`src/rtl/wb_pkg.sv`:
```
// Shared types and constants for the writeback arbiter.
package wb_pkg;

    localparam int unsigned XLEN_DEFAULT = 32;
    localparam int unsigned REG_ADDR_W   = 5;

    // One buffered result: destination register and value
    typedef struct packed {
        logic [REG_ADDR_W-1:0]   rd;
        logic [XLEN_DEFAULT-1:0] data;
    } wb_entry_t;

    // Source served by the most recent grant
    typedef enum logic {
        SrcAlu = 1'b0,
        SrcMem = 1'b1
    } wb_src_e;

endpackage

```
`src/rtl/wb_fifo.sv`:
```
// Small synchronous FIFO holding writeback entries for one result source.
// DEPTH must be a power of two >= 2 so the pointers wrap naturally.
module wb_fifo
    import wb_pkg::*;
#(
    parameter int unsigned DEPTH = 2,
    parameter type         T     = wb_entry_t
) (
    input  logic clk,
    input  logic rst_n,
    input  logic i_push,
    input  T     i_push_data,
    input  logic i_pop,
    output logic o_full,
    output logic o_empty,
    output T     o_head
);

    localparam int unsigned    PW       = $clog2(DEPTH);
    localparam logic [PW:0]    CNT_FULL = (PW + 1)'(DEPTH);

    T                r_mem [DEPTH];
    logic [PW-1:0]   r_wptr;
    logic [PW-1:0]   r_rptr;
    logic [PW:0]     r_count;

    logic            w_push;
    logic            w_pop;

    // A full buffer refuses pushes; an empty one ignores pops
    assign w_push  = i_push && !o_full;
    assign w_pop   = i_pop && !o_empty;
    assign o_full  = (r_count == CNT_FULL);
    assign o_empty = (r_count == '0);
    assign o_head  = r_mem[r_rptr];

    // Payload storage, no reset needed: validity is tracked by r_count
    always_ff @(posedge clk) begin
        if (w_push) begin
            r_mem[r_wptr] <= i_push_data;
        end
    end

    // Pointer and occupancy tracking; push+pop together leaves count unchanged
    always_ff @(posedge clk or negedge rst_n) begin
        if (!rst_n) begin
            r_wptr  <= '0;
            r_rptr  <= '0;
            r_count <= '0;
        end else begin
            if (w_push) r_wptr <= r_wptr + 1'b1;
            if (w_pop)  r_rptr <= r_rptr + 1'b1;
            unique case ({w_push, w_pop})
                2'b10:   r_count <= r_count + 1'b1;
                2'b01:   r_count <= r_count - 1'b1;
                default: r_count <= r_count;
            endcase
        end
    end

endmodule

```
`src/rtl/writeback_arbiter.sv`:
```
// Round-robin arbiter merging ALU and load results onto one register-file
// write port. Each source is buffered in its own wb_fifo.
// Optional forwarding query enabled by defining WB_FORWARD_EN.
module writeback_arbiter
    import wb_pkg::*;
#(
    parameter int unsigned FIFO_DEPTH = 2,
    parameter int unsigned XLEN       = XLEN_DEFAULT
) (
    input  logic                  clk,
    input  logic                  rst_n,
    input  logic                  alu_valid,
    input  logic [REG_ADDR_W-1:0] alu_rd,
    input  logic [XLEN-1:0]       alu_data,
    output logic                  alu_ready,
    input  logic                  mem_valid,
    input  logic [REG_ADDR_W-1:0] mem_rd,
    input  logic [XLEN-1:0]       mem_data,
    output logic                  mem_ready,
    output logic                  write_en,
    output logic [REG_ADDR_W-1:0] write_ptr,
    output logic [XLEN-1:0]       write_data,
    input  logic [REG_ADDR_W-1:0] fwd_ptr,
    output logic                  fwd_hit,
    output logic [XLEN-1:0]       fwd_data
);

    // Same layout as wb_entry_t, sized by this instance's XLEN
    typedef struct packed {
        logic [REG_ADDR_W-1:0] rd;
        logic [XLEN-1:0]       data;
    } entry_t;

    entry_t                w_alu_in;
    entry_t                w_mem_in;
    entry_t                w_alu_head;
    entry_t                w_mem_head;
    entry_t                w_head;
    logic                  w_alu_full;
    logic                  w_alu_empty;
    logic                  w_mem_full;
    logic                  w_mem_empty;
    logic                  w_grant_alu;
    logic                  w_grant_mem;

    wb_src_e               r_last_grant;
    logic                  r_write_en;
    logic [REG_ADDR_W-1:0] r_write_ptr;
    logic [XLEN-1:0]       r_write_data;

    assign w_alu_in = '{rd: alu_rd, data: alu_data};
    assign w_mem_in = '{rd: mem_rd, data: mem_data};

    wb_fifo #(
        .DEPTH (FIFO_DEPTH),
        .T     (entry_t)
    ) u_alu_fifo (
        .clk         (clk),
        .rst_n       (rst_n),
        .i_push      (alu_valid),
        .i_push_data (w_alu_in),
        .i_pop       (w_grant_alu),
        .o_full      (w_alu_full),
        .o_empty     (w_alu_empty),
        .o_head      (w_alu_head)
    );

    wb_fifo #(
        .DEPTH (FIFO_DEPTH),
        .T     (entry_t)
    ) u_mem_fifo (
        .clk         (clk),
        .rst_n       (rst_n),
        .i_push      (mem_valid),
        .i_push_data (w_mem_in),
        .i_pop       (w_grant_mem),
        .o_full      (w_mem_full),
        .o_empty     (w_mem_empty),
        .o_head      (w_mem_head)
    );

    // Ready reflects buffer state only, never a same-cycle pop
    assign alu_ready = !w_alu_full;
    assign mem_ready = !w_mem_full;

    // Round-robin: a lone head always wins; on contention the source not served last wins
    assign w_grant_mem = !w_mem_empty && (w_alu_empty || (r_last_grant == SrcAlu));
    assign w_grant_alu = !w_alu_empty && (w_mem_empty || (r_last_grant == SrcMem));
    assign w_head      = w_grant_mem ? w_mem_head : w_alu_head;

    // Register the write port; an x0 destination is consumed but never written
    always_ff @(posedge clk or negedge rst_n) begin
        if (!rst_n) begin
            r_last_grant <= SrcAlu;
            r_write_en   <= 1'b0;
            r_write_ptr  <= '0;
            r_write_data <= '0;
        end else if (w_grant_alu || w_grant_mem) begin
            r_last_grant <= w_grant_mem ? SrcMem : SrcAlu;
            r_write_en   <= (w_head.rd != '0);
            r_write_ptr  <= w_head.rd;
            r_write_data <= w_head.data;
        end else begin
            r_write_en   <= 1'b0;
        end
    end

    assign write_en   = r_write_en;
    assign write_ptr  = r_write_ptr;
    assign write_data = r_write_data;

`ifdef WB_FORWARD_EN
    // Forward the value being written this cycle; x0 never hits
    assign fwd_hit  = r_write_en && (fwd_ptr == r_write_ptr) && (fwd_ptr != '0);
    assign fwd_data = fwd_hit ? r_write_data : '0;
`else
    logic w_unused_fwd_ptr;
    assign w_unused_fwd_ptr = ^fwd_ptr;
    assign fwd_hit  = 1'b0;
    assign fwd_data = '0;
`endif

endmodule

```
`config.mk`:
```
export PLATFORM = sky130hd
export DESIGN_NAME = writeback_arbiter
export DESIGN_NICKNAME = d
export VERILOG_FILES = /design/src/rtl/wb_pkg.sv /design/src/rtl/wb_fifo.sv /design/src/rtl/writeback_arbiter.sv
export SDC_FILE = /design/constraint.sdc
export NUM_CORES = 1
export LEC_CHECK = 0
export ABC_AREA = 1
export CORE_ASPECT_RATIO = 0.7
export CORE_MARGIN = 2
export CORE_UTILIZATION = 55
export DETAILED_ROUTE_END_ITERATION = 10
export GPL_TIMING_DRIVEN = 1
export PLACE_DENSITY = 0.85
export SYNTH_ARGS = -nofsm -noshare
export SYNTH_HDL_FRONTEND = slang
export SYNTH_SLANG_ARGS = --single-unit
```
`constraint.sdc`:
```
create_clock -name clk -period 4 [get_ports clk]
set_input_delay 0.8 -clock clk [delete_from_list [all_inputs] [get_ports clk]]
set_output_delay 0.8 -clock clk [all_outputs]
set_load 0.1 [all_outputs]
```
==> parameters.txt <==
Parameter                              Value

Run status
  Result of the run ... finished clean

Yosys
  Share of flip-flops with an asynchronous set or reset after synthesis ... 0.241
  Count of warnings emitted by yosys ... 0
  Mux contribution to synthesized area ... 0
  Synthesized instance count ... approximately 650
  Cell taking the most area after synthesis ... sky130_fd_sc_hd__edfxtp_1
  Share of the synthesized netlist area taken by xor and xnor gates ... 0.00676
  Mapped Area ... 7780 sq um
  Area fraction in and, or, nand and nor cells after synthesis ... 0.127
  Average cell area after synthesis ... 12.0 sq um
  Top post-synthesis cells by area ... sky130_fd_sc_hd__edfxtp_1 57%, sky130_fd_sc_hd__dfrtp_1 15%, sky130_fd_sc_hd__nor2_1 6.8%, sky130_fd_sc_hd__o21ai_0 6.0%, sky130_fd_sc_hd__nand2_1 4.7%
  Count of cell types in the netlist ... 27
  Most common flop cell mapped by yosys ... sky130_fd_sc_hd__edfxtp_1
  Largest family of logic cells by synthesized area ... simple AND/OR/NAND/NOR gates
  Compound-gate portion of the synthesized area ... 0.0759
  Register bit total from synthesis ... 195
  Synth top area share ... 0.572
  Number of synthesized flops with an enable pin ... 148
  Sequential-to-total area share from yosys stat ... 0.723
  Arithmetic-cell share of the synthesized area counting full adders, half adders and majority gates ... 0.00322

Setup path
  Worst endpoint required time ... between 3 and 4 ns
  Critical path data arrival time ... 2.22 ns
  Top fanout value on the critical path ... 6
  Crit path kind ... reg -> out
  Endpoint kind of the worst setup timing path ... primary output
  Launching instance or port of the critical path ... u_alu_fifo.r_count[0]
  Flop2flop setup slack ... between 1 and 1.5 ns
  Reg-to-reg startpoint ... u_mem_fifo.r_count[1]
  Setup crit start kind ... flip-flop

STA
  Number of failing hold endpoints at the final stage ... 0
  Slew @ Worst Pin ... 1.14 ns
  Post-route clock period utilization ... 0.755
  Maximum clock frequency ... 331 MHz
  Sum of negative setup slack ... 0 ns
  Number of slew-limit violations in the final report ... 0
  Setup violation total in the final timing report ... 0
  Post-layout min period ... 3.02 ns
  Post-Route Skew ... 0.0137 ns
  Max-slew headroom ... 0.237
  Worst Slack Setup Final ... 0.978 ns
  Setup repair after global routing missed its margin ... false

CTS
  CTS tree ... yes
  Post-CTS sizing ... 0
  Clock net sink count ... 195
  Longest Clk Path Bufs ... 2
  Count of buffers added by post-CTS timing repair for setup ... 0
  Clock root cell ... sky130_fd_sc_hd__clkbuf_16
  Clk_lat worst skew ... approximately 0.43 ns
  Clk slew on worst S/H paths ... 0.06 ns
  Level count of the clock H-tree ... 4
  Count of hold buffers inserted by post-cts repair ... 0
  CTS buffer count ... 17

Global routing
  Wire length of the first global-routing pass ... 25.4 mm
  Number of antenna violations at the first check in global routing ... 0
  Vias in the first global route ... 4991
  Total congestion overflow ... 0
  Overall fraction of global-route tracks in use ... 0.228
  Maximum number of pins on one net before global-route repair ... 45

Drt
  Detail-routed net length per standard cell ... between 15 and 20 um
  Detailed Route Iter0 Violations ... roughly 430
  Detail Route Antenna Nets ... 0
  Number of iterations in the first detailed-routing pass ... 4
  # DRC ... 0
  Detailed-route via count ... about 5000
  Total detailed-routing wirelength ... 16.7 mm
  Vias/cell ... 5.30

Placed design
  Final RePlAce weighted congestion ... 0.766
  Post-Place Worst Slack ... 1.22 ns
  Port Buf Inserts ... 117
  DPL Wire Length ... 10.6 mm

Layout
  Most common cell after layout, fill and taps aside ... sky130_fd_sc_hd__edfxtp_1
  Final core occ ... 0.687
  Share of layout cells above drive strength 1 ... 0.0684
  Antenna diode count ... 0
  Synthesis-to-finish area growth ... 22.5%
  Most frequent cells in the layout ... 148 x sky130_fd_sc_hd__edfxtp_1, 136 x sky130_fd_sc_hd__nor2_1, 116 x sky130_fd_sc_hd__clkdlybuf4s50_1
  Final nets ... ~850

Floorplanning
  Cell Rows ... 36
  X dimension of the die ... 146 um
  Area inside the core boundary ... 13900 sq um
  I/O pin cnt ... 156
  Die span in y ... 103 um
  Effective utilization at floorplan ... 0.561
  Full die area ... 15100 sq um

Min path
  Path category of the worst min-delay check ... in -> async

Job
  Number of max-cap violations ... 0
[cell families after synthesis]
| group | after synthesis |
|---|---|
| AOI/OAI and AO/OA | 115 |
| xor gates and xnor gates | 6 |
| adders and majority gates | 2 |
| buffers and inverters | 78 |
| DFF | 195 |
| other | 1 |
| and+or+nand+nor | 250 |
[worst max-delay path, stage by stage, from the launching register on]
cell                              delay [ns]
sky130_fd_sc_hd__dfrtp_1                0.47
sky130_fd_sc_hd__inv_1                  0.07
sky130_fd_sc_hd__nand2_1                0.10
sky130_fd_sc_hd__clkdlybuf4s50_1        1.15
[metal layers]
| metal | part of all wire | GRT usage | vias to the layer above |
|---|---|---|---|
| met1 | 0.40 | 0.287 | 2470 |
| met4 | 0.018 | 0.0844 | 0 |
| met2 | 0.49 | 0.389 | 249 |
| met5 | 0 | 0 | - |
| met3 | 0.094 | 0.0618 | 29 |
| li1 | - | - | 2368 |
[path summary, 6_finish.rpt]
check,cells past startpoint,endpoint
setup / recovery,3,alu_ready
max in group asynchronous,2,u_alu_fifo.r_rptr
min in group clk,2,write_data[9]
hold / removal,1,write_en
hold reg to reg,2,write_data[9]
setup reg to reg,7,u_alu_fifo.r_count[1]
[final cells by class]
cell class,count,area (sq um)
Clock buffer,23,478
Clock inverter,8,76.3
Fill cell,962,4350
Inverter,16,60.1
Multi-Input combinational cell,406,1810
Sequential cell,195,5620
Tap cell,190,238
Timing Repair Buffer,127,1240
[synthesized netlist by cell type (all sizes together), types with 3 or more instances]
cell and count:
nand2 100, a21oi 6, dfrtp 47, buf 51, nand3 5, clkbuf 11, inv 15, edfxtp 148
nor2 142, xor2 3, o21ai 109, xnor2 3
[flip-flops by register name (all words and copies together) (netlist names)]
name and cells:
u_mem_fifo.r_rptr 1, u_alu_fifo.r_wptr 1, u_mem_fifo.r_mem 74, u_alu_fifo.r_mem 74
write_en 1, r_last_grant 1, u_alu_fifo.r_count 2, u_mem_fifo.r_wptr 1
write_ptr 5, write_data 32, u_mem_fifo.r_count 2, u_alu_fifo.r_rptr 1
[metrics by stage]
stage / std cells / cell area, sq um / hold WS, ns
floorplan: 679 / 7900 / 0.485
global placement: 934 / 8970 / 0.462
detailed placement: 934 / 8970 / 0.465
CTS: 965 / 9530 / 0.270
global route: 965 / 9530 / 0.287
finish: 965 / 9530 / 0.274
Power is not shown: default switching activity piles up to over one toggle a cycle in this logic, so the estimate is an artifact.
